===== config.mk =====
export PLATFORM = sky130hd
export DESIGN_NAME = approx_mac_seq_flat
export DESIGN_NICKNAME = d
export VERILOG_FILES = /design/src/rtl/approx_mac_seq_if.sv /design/src/rtl/approx_mac_seq.sv /design/src/flat_wrapper.sv
export SDC_FILE = /design/constraint.sdc
export NUM_CORES = 1
export LEC_CHECK = 0
export CAP_MARGIN = 20
export CELL_PAD_IN_SITES_DETAIL_PLACEMENT = 0
export CELL_PAD_IN_SITES_GLOBAL_PLACEMENT = 2
export CORE_ASPECT_RATIO = 2
export CORE_MARGIN = 2
export CORE_UTILIZATION = 29
export DETAILED_ROUTE_END_ITERATION = 12
export PLACE_DENSITY = 0.77
export RECOVER_POWER = 25
export SLEW_MARGIN = 40
export SYNTH_ARGS = -nofsm -noshare
export SYNTH_HDL_FRONTEND = slang
export SYNTH_SLANG_ARGS = --single-unit

===== constraint.sdc =====
create_clock -name clk -period 3 [get_ports clk]
set_input_delay 0.6 -clock clk [delete_from_list [all_inputs] [get_ports clk]]
set_output_delay 0.6 -clock clk [all_outputs]
set_load 0.02 [all_outputs]

===== src/rtl/approx_mac_seq_if.sv =====
// Operand stream, multiplier issue/return bus and result port of approx_mac_seq.
// master = sequencer side, slave = environment (operand source, multiplier, result sink).
interface approx_mac_seq_if #(
  parameter int WIDTH = 8,
  parameter int ACC_W = 24,
  parameter int LEN_W = 8,
  parameter int COLS  = 16
);
  logic                 in_valid;
  logic                 in_ready;
  logic [WIDTH-1:0]     in_a;
  logic [WIDTH-1:0]     in_b;
  logic                 mul_en;
  logic [WIDTH-1:0]     mul_a;
  logic [WIDTH-1:0]     mul_b;
  logic [COLS-1:0]      comp_en;
  logic [2*WIDTH-1:0]   mul_p;
  logic                 out_valid;
  logic                 out_ready;
  logic [ACC_W-1:0]     out_acc;
  logic [LEN_W-1:0]     out_cnt;

  modport master (
    input  in_valid, in_a, in_b, mul_p, out_ready,
    output in_ready, mul_en, mul_a, mul_b, comp_en, out_valid, out_acc, out_cnt
  );

  modport slave (
    output in_valid, in_a, in_b, mul_p, out_ready,
    input  in_ready, mul_en, mul_a, mul_b, comp_en, out_valid, out_acc, out_cnt
  );
endinterface


===== src/rtl/approx_mac_seq.sv =====
// Job sequencer for the approximate MAC: issues operand pairs, gates compressor columns,
// accumulates returned products. Optional macro ACC_SAT_EN: saturating accumulator + out_ovf.
module approx_mac_seq #(
  parameter int WIDTH   = 8,
  parameter int ACC_W   = 24,
  parameter int LEN_W   = 8,
  parameter int MUL_LAT = 2,
  parameter int COLS    = 16
) (
  input  logic             clk,
  input  logic             rst,
  input  logic             start,
  input  logic [LEN_W-1:0] cfg_len,
  input  logic [LEN_W-1:0] cfg_apx,
  output logic             busy,
`ifdef ACC_SAT_EN
  output logic             out_ovf,
`endif
  approx_mac_seq_if.master bus
);

  typedef enum logic [1:0] {IDLE, RUN, DRAIN, DONE} state_t;

  state_t               state;
  logic [LEN_W-1:0]     len;
  logic [LEN_W-1:0]     issued;
  logic [LEN_W-1:0]     retired;
  logic [COLS-1:0]      mask;
  logic [COLS-1:0]      cfg_mask;
  logic [ACC_W-1:0]     acc;
  logic [MUL_LAT-1:0]   inflight;
  logic                 hs;
  logic                 ret;
  logic [ACC_W:0]       sum;

  // Thermometer mask; columns at or above cfg_apx stay exact, which also clips to COLS.
  always_comb begin
    cfg_mask = '0;
    for (int unsigned i = 0; i < COLS; i++)
      cfg_mask[i] = (32'(cfg_apx) > i);
  end

  assign bus.in_ready = (state == RUN) && (issued < len);
  assign hs           = bus.in_valid && bus.in_ready;
  assign ret          = inflight[MUL_LAT-1];
  assign sum          = {1'b0, acc} + (ACC_W+1)'(bus.mul_p);
  assign busy         = (state != IDLE);
  assign bus.out_acc  = acc;
  assign bus.out_cnt  = retired;

  always_ff @(posedge clk) begin
    if (rst) begin
      state         <= IDLE;
      len           <= '0;
      issued        <= '0;
      retired       <= '0;
      mask          <= '0;
      acc           <= '0;
      inflight      <= '0;
      bus.mul_en    <= 1'b0;
      bus.mul_a     <= '0;
      bus.mul_b     <= '0;
      bus.comp_en   <= '0;
      bus.out_valid <= 1'b0;
`ifdef ACC_SAT_EN
      out_ovf       <= 1'b0;
`endif
    end else begin
      bus.mul_en  <= hs;
      bus.comp_en <= hs ? mask : '0;
      if (hs) begin
        bus.mul_a <= bus.in_a;
        bus.mul_b <= bus.in_b;
        issued    <= issued + 1'b1;
      end

      inflight[0] <= bus.mul_en;
      for (int unsigned i = 1; i < MUL_LAT; i++)
        inflight[i] <= inflight[i-1];

      if (ret) begin
        retired <= retired + 1'b1;
`ifdef ACC_SAT_EN
        if (sum[ACC_W]) begin
          acc     <= '1;
          out_ovf <= 1'b1;
        end else begin
          acc <= sum[ACC_W-1:0];
        end
`else
        acc <= sum[ACC_W-1:0];
`endif
      end

      case (state)
        IDLE: begin
          if (start) begin
            len     <= cfg_len;
            mask    <= cfg_mask;
            acc     <= '0;
            issued  <= '0;
            retired <= '0;
`ifdef ACC_SAT_EN
            out_ovf <= 1'b0;
`endif
            if (cfg_len == '0) begin
              state         <= DONE;
              bus.out_valid <= 1'b1;
            end else begin
              state <= RUN;
            end
          end
        end
        RUN: begin
          if (hs && (issued == len - 1'b1))
            state <= DRAIN;
        end
        DRAIN: begin
          // Last product retires this cycle, so the result is final on entering DONE.
          if (ret && (retired == len - 1'b1)) begin
            state         <= DONE;
            bus.out_valid <= 1'b1;
          end
        end
        DONE: begin
          if (bus.out_ready) begin
            state         <= IDLE;
            bus.out_valid <= 1'b0;
          end
        end
        default: state <= IDLE;
      endcase
    end
  end

endmodule


===== src/flat_wrapper.sv =====
// flat-port wrapper written by rule: the top's interface ports become plain ports
module approx_mac_seq_flat 
#(
  parameter int WIDTH   = 8,
  parameter int ACC_W   = 24,
  parameter int LEN_W   = 8,
  parameter int MUL_LAT = 2,
  parameter int COLS    = 16
)
  (clk, rst, start, cfg_len, cfg_apx, busy, bus_in_valid, bus_in_a, bus_in_b, bus_mul_p, bus_out_ready, bus_in_ready, bus_mul_en, bus_mul_a, bus_mul_b, bus_comp_en, bus_out_valid, bus_out_acc, bus_out_cnt);
  approx_mac_seq_if #(.WIDTH(WIDTH), .ACC_W(ACC_W), .LEN_W(LEN_W), .COLS(COLS)) bus_i ();
  input  logic clk;
  input  logic rst;
  input  logic start;
  input  logic [LEN_W-1:0] cfg_len;
  input  logic [LEN_W-1:0] cfg_apx;
  output logic busy;
  input wire logic [$bits(bus_i.in_valid)-1:0] bus_in_valid;
  input wire logic [$bits(bus_i.in_a)-1:0] bus_in_a;
  input wire logic [$bits(bus_i.in_b)-1:0] bus_in_b;
  input wire logic [$bits(bus_i.mul_p)-1:0] bus_mul_p;
  input wire logic [$bits(bus_i.out_ready)-1:0] bus_out_ready;
  output wire logic [$bits(bus_i.in_ready)-1:0] bus_in_ready;
  output wire logic [$bits(bus_i.mul_en)-1:0] bus_mul_en;
  output wire logic [$bits(bus_i.mul_a)-1:0] bus_mul_a;
  output wire logic [$bits(bus_i.mul_b)-1:0] bus_mul_b;
  output wire logic [$bits(bus_i.comp_en)-1:0] bus_comp_en;
  output wire logic [$bits(bus_i.out_valid)-1:0] bus_out_valid;
  output wire logic [$bits(bus_i.out_acc)-1:0] bus_out_acc;
  output wire logic [$bits(bus_i.out_cnt)-1:0] bus_out_cnt;
  assign bus_i.in_valid = bus_in_valid;
  assign bus_i.in_a = bus_in_a;
  assign bus_i.in_b = bus_in_b;
  assign bus_i.mul_p = bus_mul_p;
  assign bus_i.out_ready = bus_out_ready;
  assign bus_in_ready = bus_i.in_ready;
  assign bus_mul_en = bus_i.mul_en;
  assign bus_mul_a = bus_i.mul_a;
  assign bus_mul_b = bus_i.mul_b;
  assign bus_comp_en = bus_i.comp_en;
  assign bus_out_valid = bus_i.out_valid;
  assign bus_out_acc = bus_i.out_acc;
  assign bus_out_cnt = bus_i.out_cnt;
  approx_mac_seq #(.WIDTH(WIDTH), .ACC_W(ACC_W), .LEN_W(LEN_W), .MUL_LAT(MUL_LAT), .COLS(COLS)) u_core (.clk(clk), .rst(rst), .start(start), .cfg_len(cfg_len), .cfg_apx(cfg_apx), .busy(busy), .bus(bus_i));
endmodule

======== After elaboration in Yosys (flattened, before gate mapping) ========
Cells that the tools add are included.
word-level totals
  register bits ........................... 102
  input port bits ......................... 53
  output and inout bits ................... 68
operators by class
  add/subtract/negate cells ............... 4
  magnitude comparators ................... 17
  eq/ne operators ......................... 10
  mux-type cells .......................... 20
  bitwise gates (word level) .............. 1
  reductions and logical operators ........ 12
operator list
  cell                   number
  $mux W24               3
  $gt A8 B4 Y1 const B   8
  $mux W8                6
  $gt A8 B3 Y1 const B   4
  $add A24 B16 Y24       1
  $add A8 B1 Y8 const B  2
  $eq A8 B8 Y1           2
  $gt A8 B1 Y1 const B   2
  $gt A8 B2 Y1 const B   2
  $mux W2                5
  $logic_not A8 Y1       1
  $lt A8 B8 Y1           1
  $pmux W2 S4            1
  $sub A8 B1 Y8 const B  1
  $ne A2 B2 Y1 const B   3
  $reduce_and A5 Y1      1
  $eq A2 B2 Y1 const B   2
  $logic_and A1 B1 Y1    4
  $mux W1                4
  $ne A2 B1 Y1 const B   2
  $reduce_and A4 Y1      1
  $pmux W1 S3            1
  $reduce_bool A3 Y1     1
  $eq A2 B1 Y1 const B   1
  other kinds (5)        5

======== Longest topological paths before layout ========
Gate-level depths: netlist of the first run.
  word-level depth ........................ 6
  depth in mapped cells ................... 12
  mapped depth without buffers ............ 10

======== Worst setup path before layout of the first run ========
Ideal clock, no wire load.
  kind .................................... in2reg
  from .................................... input port bus_mul_p[10]
  to ...................................... register u_core.acc[17], in the netlist u_core.bus.out_acc[17]
  arrival time ............................ 2.415 ns
  path slack .............................. 0.514 ns
  stages .................................. 9
  cells stage by stage .................... ha_1 > a21o_1 > a21oi_1 > o21bai_1 > a21o_1 > a221o_1 > o21a_1 > o211ai_1 > mux2i_1
on the way
  word-level cells in the longest chain between the ends .. 4
RTL lines
  item                    RTL line              RTL
  start: declaration      flat_wrapper.sv:21    input wire logic [$bits(bus_i.mul_p)-1:0] bus_mul_p;
  $add A24 B16 Y24 (*)    approx_mac_seq.sv:46  assign sum = {1'b0, acc} + (ACC_W+1)'(bus.mul_p);
  $mux W24 (*)            approx_mac_seq.sv:81  if (ret) begin
  $mux W24                approx_mac_seq.sv:97  if (start) begin
  $mux W24 (*)            approx_mac_seq.sv:95  case (state)
  end signal: assignment  approx_mac_seq.sv:91  acc <= sum[ACC_W-1:0];
  end: declaration        approx_mac_seq.sv:30  logic [ACC_W-1:0] acc;
Every way passes the cells marked *; elsewhere a longest branch is shown, timed or not.
A chain may end at the register's enable or synchronous reset.

======== Final worst setup path of the first run ========
  from .................................... input port bus_mul_p[10]
  to ...................................... register u_core.acc[23], in the netlist u_core.bus.out_acc[23]
The elaborated chain is that of the path after synthesis.

==> metrics.cfg, run 1 <==
[sta]
slew_viol_final=0
tightest_slew_ns=1.22
period_share_pct=91.0
finClkSkew_ns=0.00752
whs_ns=0.456
fin_ws_ns=0.270
fin_crit_ns=2.73
slew_headroom_pct=18.4
fmax_ghz=0.366
rsz0062_at_grt=false
hold_viol_final=0
setup_viol=0

[logic_synthesis]
synth-adder-area-share_pct=8.28
post-synth-top-count-cell=dfxtp_1
ys.flop_type=dfxtp_1
yosysWarnings=0
synthXorXnorAreaFrac_pct=7.20
netlist_area_mm2=0.00523
synth_edf_count=0
yosysTopAreaCell=dfxtp_1
syn_nets=705
syn_area_per_cell_um2=8.46
synth_top_family_by_area=simple AND/OR/NAND/NOR gates
ys_async_sr_fraction_pct=0
synthDistinctLibCells=55
synth-compound-area-share_pct=16.3
synth_common_cells=dfxtp_1, nand2_1, nor2_1, a21oi_1, ha_1
ys_ff_latch=102
synthSimpleGateAreaFrac_pct=21.6
ys_seq_area_share_pct=39.1
yosys.area.top_type_share_pct=39.1
syn_inst=618
synthTopCellsByArea=dfxtp_1, ha_1, nand2_1
synthMuxAreaShare_pct=3.28

[clocking]
cts_buffer_depth=2
root_buffer=clkbuf_16
htree_num_levels=3
cts_made_buffers=9
post_cts_buffers=0
clock-sinks=102
clkLatencyLatePin_ns=0.35
cts_tree=done
postCtsHoldBufs=0
path_clk_slew_ns=0.07

[critical_path]
critPathBufInv=1
crit_path_frequent_cell=a21o_1
worstPathArrival_ns=3.01
path_delay_family=compound AO/OA/AOI/OAI gates
max_stage_delay_ns=0.43
cp_max_fo=5
cp-start-kind=primary input
critical-path-slowest-cell=clkdlybuf4s50_1
crit_type=in -> reg
worstPathRequired_ns=3.28
worstSetupEndpointType=flop
crit_chain=clkdlybuf4s50_1 > ha_1 > a21o_1 > a21oi_1 > o21bai_1 > a21o_1 > a221o_1 > o21a_1 > o211ai_1 > mux2i_1

[route]
vias=4783
avgViaCountPerCell=4.93
drc_errors=0
firstDrtPassIters=4
routed_wl_um=15100
drt_iter0_markers=102
ant_nets=0
routedWlPerCell_um=15.6

[global_route]
grt_start_max_net_pins=38
overflow=0
antenna_found_initial=0
grt_pass1_vias=4914
track_usage_pct=16.1
grt_pass1_wl_um=24600

[layout]
layout.nets=840
fill_cells=1846
antennaDiodeCount=0
final_core_util_pct=40.3
synthToLayoutAreaGrowth_pct=36.3
drive_above_1_share_pct=8.97

[place]
dp_hpwl_um=11900
gp_congestion=0.857
port_buffers=120
post-place-ws_ns=-0.162

[power_and_ir_drop]
ir_drop_v=0.000348
pwr_density_cell_mw_per_mm2=549
power.leakage_nw=2.79

[job]
maxCapViolCount=0

[outcome]
status=finished, final reports clean

[floorplan]
die_width_um=98.9
start_util_pct=29.5
die_h_um=194
core_area_mm2=0.0177
placementRows=69
design.die.area_mm2=0.0192
io_pins=121

[worst_hold_path]
min_path_type=reg -> reg

-- final timing paths --
path	endpoint	startpoint	slack (ns)	cells after the start
max	u_core.bus.out_acc[23]	bus_mul_p[10]	0.27	10
min	u_core.bus.mul_a[7]	u_core.bus.mul_a[7]	0.46	2
max reg2reg	u_core.bus.out_valid	u_core.len[1]	0.46	10
min reg2reg	u_core.bus.mul_a[7]	u_core.bus.mul_a[7]	0.46	2
-- where the power goes --
| group | total, mW | leakage, nW | switching [mW] | internal, mW |
|---|---|---|---|---|
| clock network | 1.17 | 0.146 | 0.519 | 0.646 |
| logic | 1.19 | 1.81 | 0.666 | 0.520 |
| registers | 1.56 | 0.830 | 0.0792 | 1.48 |
-- cell families (layout without fill, tap and decap cells) --
kind of cell    Yosys count  count (layout)
compound gates          131             131
fa+ha+maj                34              34
xor+xnor                 43              43
flops                   102             102
buf+inv                  56             196
mux                      17              17
simple gates            235             235
-- state kept, by name (all words and copies together), names as in the netlist --
signal                cells
u_core.state              2
u_core.bus.comp_en       16
u_core.mask              16
u_core.bus.mul_b          8
u_core.bus.mul_en         1
u_core.inflight           2
u_core.bus.mul_a          8
u_core.len                8
u_core.bus.out_valid      1
u_core.bus.out_cnt        8
u_core.bus.out_acc       24
u_core.issued             8
-- through the flow --
| stage | instance area (µm²) | instances | TNS, ns | power, mW |
|---|---|---|---|---|
| global placement | 6830 | 955 | -0.357 | 2.78 |
| finish | 7120 | 971 | 0 | 3.91 |
| global route | 7120 | 971 | 0 | 4.18 |
| floorplan | 5230 | 618 | 0 | 2.34 |
| detailed placement | 6830 | 955 | -0.946 | 2.80 |
| CTS | 7120 | 971 | 0 | 3.99 |
-- cell type report --
type	instances	area [µm²]	share of cell area, %
Clock buffer	10	229	3.21
Clock inverter	6	62.6	0.878
Inverter	24	90.1	1.26
Multi-Input combinational cell	460	2970	41.7
Sequential cell	102	2050	28.7
Tap cell	213	267	3.74
Timing Repair Buffer	156	1460	20.5
-- tightest hold or removal path, cell delays in order (launching register included) --
cell	delay, ns
dfxtp_1	0.31
nand2_1	0.05
a21oi_1	0.05
-- routing by layer --
layer	track usage, %	up-vias	routed length [µm]
met3	3.32	26	694
met2	30.4	129	8450
met1	16.5	2218	5520
met5	0	-	0
met4	6.95	0	466
li1	-	2410	-
-- what timing repair did --
item	CTS	global route
pin swaps	0	0
gates cloned	0	0
endpoints found under the setup margin	1	3
resized for setup	1	4
-- placed cells by master, fill, tap and decap left out, types with 4 or more instances in the layout --
cell / instances
or2_2: 5
a21oi_1: 47
xnor2_1: 25
nand2b_1: 5
o21ai_0: 16
nand2_1: 72
buf_4: 34
nand4_1: 7
nor3_1: 9
a21o_1: 7
inv_1: 24
and2_1: 18
clkdlybuf4s50_1: 106
ha_1: 33
mux2i_1: 16
a221oi_1: 4
o211ai_1: 8
o21bai_1: 7
a311oi_1: 4
dlygate4sd3_1: 12
xor2_1: 18
nor2_1: 68
a211oi_1: 17
or3_1: 5
dfxtp_1: 99
nand3_1: 21
clkbuf_16: 9
nor2b_1: 5
and3_1: 5
No activity file was read; power rests on OpenSTA's default activity.
==> run 2, diff against run 1 <==
CAP_MARGIN = unset   (was 20)
CORE_ASPECT_RATIO = unset   (was 2)
==> run 2 against run 1 <==
Fmax is 5.5% lower. Sequential power hardly changed. Worst setup slack worse by 0.16 ns. Clock power barely moved. Critical path type is now reg -> out. Die area decreased by 0.34%. Largest cell class unchanged. Final area fell by 1.0%. Cell count up 0.51%.
==> metrics.cfg, run 2 (synthesis results as in run 1) <==
[outcome]
status=finished, final reports clean

[floorplan]
die_h_um=138  ; -29%
core_area_mm2=0.0178  ; +0.81%
io_pins=121  ; unchanged
start_util_pct=29.3  ; -0.24 points
design.die.area_mm2=0.0191  ; -0.34%
die_width_um=138  ; +40%
placementRows=49  ; -29%

[global_route]
track_usage_pct=14.9  ; -1.1 points
grt_pass1_vias=4768  ; -3.0%
grt_start_max_net_pins=46  ; +21%
overflow=0  ; unchanged
grt_pass1_wl_um=23600  ; -4.0%
antenna_found_initial=0  ; unchanged

[critical_path]
path_delay_family=buffers and inverters
critPathBufInv=2  ; +1
worstPathArrival_ns=2.29  ; -0.72 ns
r2r_end=u_core.state[0]
worstReg2RegStart=u_core.len[0]
cp-start-kind=flop
crit_type=reg -> out
rr_worst_depth=12  ; +2
critical-path-slowest-cell=clkdlybuf4s50_1
crit_start=u_core.len[5]
crit_chain=inv_1 > ha_1 > a21oi_1 > o2111ai_1 > nand2_1 > clkdlybuf4s50_1
cp.depth=6  ; -4
worstPathRequired_ns=2.40  ; -0.88 ns
worstSetupEndpointType=output pin
cp-endpoint=bus_in_ready
cp_max_fo=7  ; +2
rrSetupSlack_ns=0.37  ; -0.09 ns
max_stage_delay_ns=0.61  ; +0.18 ns

[clocking]
htree_num_levels=3  ; unchanged
clkLatencyLatePin_ns=0.35  ; about the same
path_clk_slew_ns=0.07  ; about the same
cts_buffer_depth=2  ; unchanged
cts_tree=done
post_cts_buffers=0  ; unchanged
postCtsHoldBufs=0  ; unchanged
cts_resized=0  ; -1
clock-sinks=102  ; unchanged
cts_made_buffers=9  ; unchanged
root_buffer=clkbuf_16

[place]
dpl_cell_area_mm2=0.00678  ; -0.82%
post-place-ws_ns=-0.107  ; +0.0553 ns
port_buffers=120  ; unchanged
gp_congestion=0.851  ; -0.64%
place_inst=960  ; +0.52%
dp_hpwl_um=10700  ; -10%

[sta]
rsz0062_at_grt=false
tightest_slew_ns=1.19  ; -0.0387 ns
hold_viol_final=0  ; unchanged
finClkSkew_ns=0.00718  ; -0.000346 ns
whs_ns=0.457  ; +0.00190 ns
fmax_ghz=0.346  ; -5.5%
period_share_pct=96.3  ; +5.3 points
fin_ws_ns=0.110  ; -0.160 ns
slew_viol_final=0  ; unchanged
setup_viol=0  ; unchanged
slew_headroom_pct=21.0  ; +2.6 points
fin_crit_ns=2.89  ; +0.160 ns

[power_and_ir_drop]
ir_drop_v=0.000270  ; -22%
power.leakage_nw=2.72  ; -2.7%
pwr_density_cell_mw_per_mm2=557  ; +1.4%

[route]
avgViaCountPerCell=4.82  ; -2.1%
routedWlPerCell_um=14.5  ; -7.2%
vias=4708  ; -1.6%
ant_nets=0  ; unchanged
routed_wl_um=14100  ; -6.7%
drt_iter0_markers=110  ; +7.8%
drc_errors=0  ; unchanged
firstDrtPassIters=5  ; +1

[layout]
layout_commonest_cell=clkdlybuf4s50_1
layout.nets=829  ; -1.3%
antennaDiodeCount=0  ; unchanged
mostFrequentLayoutCells=clkdlybuf4s50_1, dfxtp_1, nand2_1
largest_reg_flops=24  ; unchanged
drive_above_1_share_pct=7.36  ; -1.6 points
synthToLayoutAreaGrowth_pct=34.9
fin_area_mm2=0.00705  ; -1.0%
instances_no_fill=976  ; +0.51%

[worst_hold_path]
min-delay-start=u_core.bus.mul_b[5]
min_path_type=reg -> reg

[job]
maxCapViolCount=0  ; unchanged

-- run 2: worst min-delay path, delay by kind of cell, from the launching register on --
kind / cells / cell delay, ns
flip-flops: 1 / 0.31
AO/OA/AOI/OAI: 1 / 0.05
AND/OR/NAND/NOR: 1 / 0.05
-- run 2: how the worst min path moves through the flow --
stage / endpoint / cells after the start
5_1_grt: u_core.bus.comp_en[7] / 1
3_5_place_dp: u_core.bus.comp_en[9] / 1
4_1_cts: u_core.bus.mul_a[5] / 2
2_1_floorplan: u_core.inflight[1] / 1
3_3_place_gp: u_core.inflight[1] / 1
6_report: u_core.bus.mul_b[5] / 2
-- run 2: per-stage QoR --
step                      total power [mW]  TNS [ns]  util [%]
after global routing                  4.17         0      39.5
final                                 3.93         0      39.5
after detailed placement              2.81    -0.627      38.0
after global placement                2.79   -0.0844      38.0
after floorplan                       2.34         0         -
after CTS                             4.01         0      39.6
-- run 2: area by class of cell --
cell class / count / area, µm²
flip-flops and latches: 102 / 2040
multi-input cells: 460 / 2970
repair buffers: 145 / 1370
well taps: 229 / 287
clock inverters: 6 / 53.8
inverters: 24 / 90.1
clock buffers: 10 / 239
fillers: 1821 / 10800
-- run 2: power breakdown --
part | switching, mW | internal (mW) | total (mW)
registers | 0.0796 | 1.48 | 1.56
clock network | 0.573 | 0.602 | 1.18
logic | 0.676 | 0.516 | 1.19
total | 1.33 | 2.60 | 3.93
-- run 2: routing by layer --
| layer | global-route usage, % | wire length, µm | part of all wire, % | vias to the layer above |
|---|---|---|---|---|
| li1 | - | - | - | 2390 |
| met1 | 19.0 | 6590 | 47 | 2189 |
| met2 | 24.4 | 6520 | 46 | 111 |
| met3 | 4.40 | 778 | 5.5 | 18 |
| met4 | 4.83 | 227 | 1.6 | 0 |
| met5 | 0 | 0 | 0 | - |
==> run 3, diff against run 2 <==
CORE_ASPECT_RATIO = 0.6   (was unset)
==> run 3 against run 2 <==
Wire length grew 8.4%. Critical endpoint is now u_core.bus.out_acc[17]. Via count shrank 0.79%. Worst hold slack lost 0.0047 ns. Clock skew grew 0.0042 ns. Core utilization grew 1.5 points. Sequential share of layout area shrank 0.36 points. Cell count grew 1.5%. Combinational power grew 4%. Highest routed layer unchanged. Largest power group unchanged. Total power grew 0.45%. Critical path type is now in -> reg.
==> metrics.cfg, run 3 (synthesis results as in run 1) <==
[outcome]
status=finished, final reports clean

[power_and_ir_drop]
intPower_mw=2.59  ; -0.47%
power_switching_mw=1.36  ; +2.3%
netSwitchingFraction_pct=34.4  ; +0.61 points
p_seq_share_pct=39.3  ; -0.4 points
pwr_density_cell_mw_per_mm2=553  ; -0.75%
combPwrFrac_pct=31.4  ; +1.1 points
pwr-share-clk_pct=29.3  ; -0.6 points
power.total_mw=3.94  ; +0.45%
ir_drop_v=0.000316  ; +17%
power.leakage_nw=2.79  ; +2.9%

[floorplan]
design.die.area_mm2=0.0192  ; +0.18%
die_width_um=177  ; +28%
core_area_mm2=0.0174  ; -2.4%
die_h_um=108  ; -22%
placementRows=37  ; -24%
start_util_pct=30.0  ; +0.73 points
io_pins=121  ; unchanged

[sta]
rsz0062_at_grt=false
fin_ws_ns=0.193  ; +0.0831 ns
setup_viol=0  ; unchanged
fin_crit_ns=2.81  ; -0.0831 ns
hold_viol_final=0  ; unchanged
fmax_ghz=0.356  ; +3.0%
slew_viol_final=0  ; unchanged
tightest_slew_ns=1.02  ; -0.163 ns
slew_headroom_pct=31.9  ; +11 points
period_share_pct=93.6  ; -2.8 points
finClkSkew_ns=0.0113  ; +0.00416 ns

[route]
avgViaCountPerCell=4.71  ; -2.3%
drc_errors=0  ; unchanged
routed_wl_um=15300  ; +8.4%
drt_iter0_markers=252  ; +130%
vias=4671  ; -0.79%
ant_nets=0  ; unchanged
firstDrtPassIters=5  ; unchanged
routedWlPerCell_um=15.4  ; +6.8%

[place]
place_inst=975  ; +1.6%
post-place-ws_ns=-0.260  ; -0.154 ns
gp_congestion=0.810  ; -4.9%
dpl_cell_area_mm2=0.00685  ; +1.2%
dp_hpwl_um=11800  ; +10%
port_buffers=120  ; unchanged

[layout]
largest_reg_flops=24  ; unchanged
mostFrequentLayoutCells=dfxtp_1, clkdlybuf4s50_1, nand2_1
instances_no_fill=991  ; +1.5%
antennaDiodeCount=0  ; unchanged
ff_latch_area_mm2=0.00204  ; about the same
fill_cells=1767  ; -3.0%
synthToLayoutAreaGrowth_pct=36.5
final_core_util_pct=41.0  ; +1.5 points
drive_above_1_share_pct=8.59  ; +1.2 points
layout.nets=839  ; +1.2%
fin_area_mm2=0.00714  ; +1.2%
multi_input_comb_area_mm2=0.00298  ; +0.17%
layout_commonest_cell=dfxtp_1

[global_route]
grt_pass1_vias=4719  ; -1.0%
grt_start_max_net_pins=23  ; -50%
overflow=0  ; unchanged
track_usage_pct=16.7  ; +1.7 points
antenna_found_initial=0  ; unchanged
grt_pass1_wl_um=25100  ; +6.3%

[critical_path]
max_stage_delay_ns=0.49  ; -0.12 ns
cp_max_fo=5  ; -2
crit_start=bus_mul_p[1]
crit_type=in -> reg
crit_chain=clkdlybuf4s50_1 > ha_1 > a21o_1 > a21oi_1 > o21bai_1 > a211oi_2 > nor4b_1 > buf_4 > o21a_1 > o211ai_1 > mux2i_1
worstPathRequired_ns=3.27  ; +0.87 ns
worstSetupEndpointType=flop
cp-start-kind=primary input
path_delay_family=compound AO/OA/AOI/OAI gates
worstPathArrival_ns=3.08  ; +0.79 ns
critPathBufInv=2  ; unchanged
critical-path-slowest-cell=clkdlybuf4s50_1
worstReg2RegStart=u_core.len[0]

[clocking]
cts_made_buffers=9  ; unchanged
htree_num_levels=3  ; unchanged
postCtsHoldBufs=0  ; unchanged
path_clk_slew_ns=0.07  ; about the same
cts_buffer_depth=2  ; unchanged
clkLatencyLatePin_ns=0.35  ; about the same
cts_tree=done
clock-sinks=102  ; unchanged
root_buffer=clkbuf_16

[worst_hold_path]
min_path_type=reg -> reg
min-delay-start=u_core.bus.mul_a[6]

[job]
maxCapViolCount=0  ; unchanged

-- run 3: metal layers --
| metal | GRT usage [%] | share of wire [%] |
|---|---|---|
| met3 | 4.40 | 6.1 |
| met1 | 25.1 | 53 |
| met5 | 0 | 0 |
| met2 | 23.4 | 40 |
| met4 | 3.75 | 0.89 |
-- run 3: area by class of cell --
| type | instances | area share [%] |
|---|---|---|
| clock buffer | 9 | 3.16 |
| clock inverter | 7 | 0.877 |
| tap | 234 | 4.10 |
| inverter | 24 | 1.26 |
| sequential | 102 | 28.6 |
| multi-input combinational | 460 | 41.7 |
| timing repair buffer | 155 | 20.3 |
-- run 3: what timing repair did --
| item | 4_1_cts | 5_1_grt |
|---|---|---|
| resized for setup | 0 | 2 |
| buffers inserted | 0 | 0 |
| setup endpoints to repair | 0 | 5 |
-- run 3: worst paths after layout --
check | end | slack, ns | depth (start not counted)
max reg2reg | u_core.state[0] | 0.45 | 11
max | u_core.bus.out_acc[17] | 0.19 | 11
min reg2reg | u_core.bus.mul_a[6] | 0.45 | 2
min | u_core.bus.mul_a[6] | 0.45 | 2
-- run 3: worst min-delay path, stage by stage, from the launching register on --
cell and delay, ns:
dfxtp_1 0.31, nand2_1 0.05, a21oi_1 0.05
-- run 3: per-stage QoR --
| stage | hold WS [ns] | setup TNS (ns) |
|---|---|---|
| floorplan | 0.414 | 0 |
| CTS | 0.458 | 0 |
| global route | 0.476 | 0 |
| detailed placement | 0.442 | -1.56 |
| finish | 0.453 | 0 |
| global placement | 0.442 | -0.904 |
-- run 3: power groups by stage --
| stage | Sequential [mW] | Combinational [mW] | Clock [mW] |
|---|---|---|---|
| after floorplan | 1.63 | 0.705 | 0 |
| after detailed placement | 1.58 | 1.26 | 0 |
| after CTS | 1.55 | 1.27 | 1.20 |
| final | 1.55 | 1.24 | 1.15 |
| after global placement | 1.58 | 1.24 | 0 |
| after global routing | 1.57 | 1.38 | 1.24 |
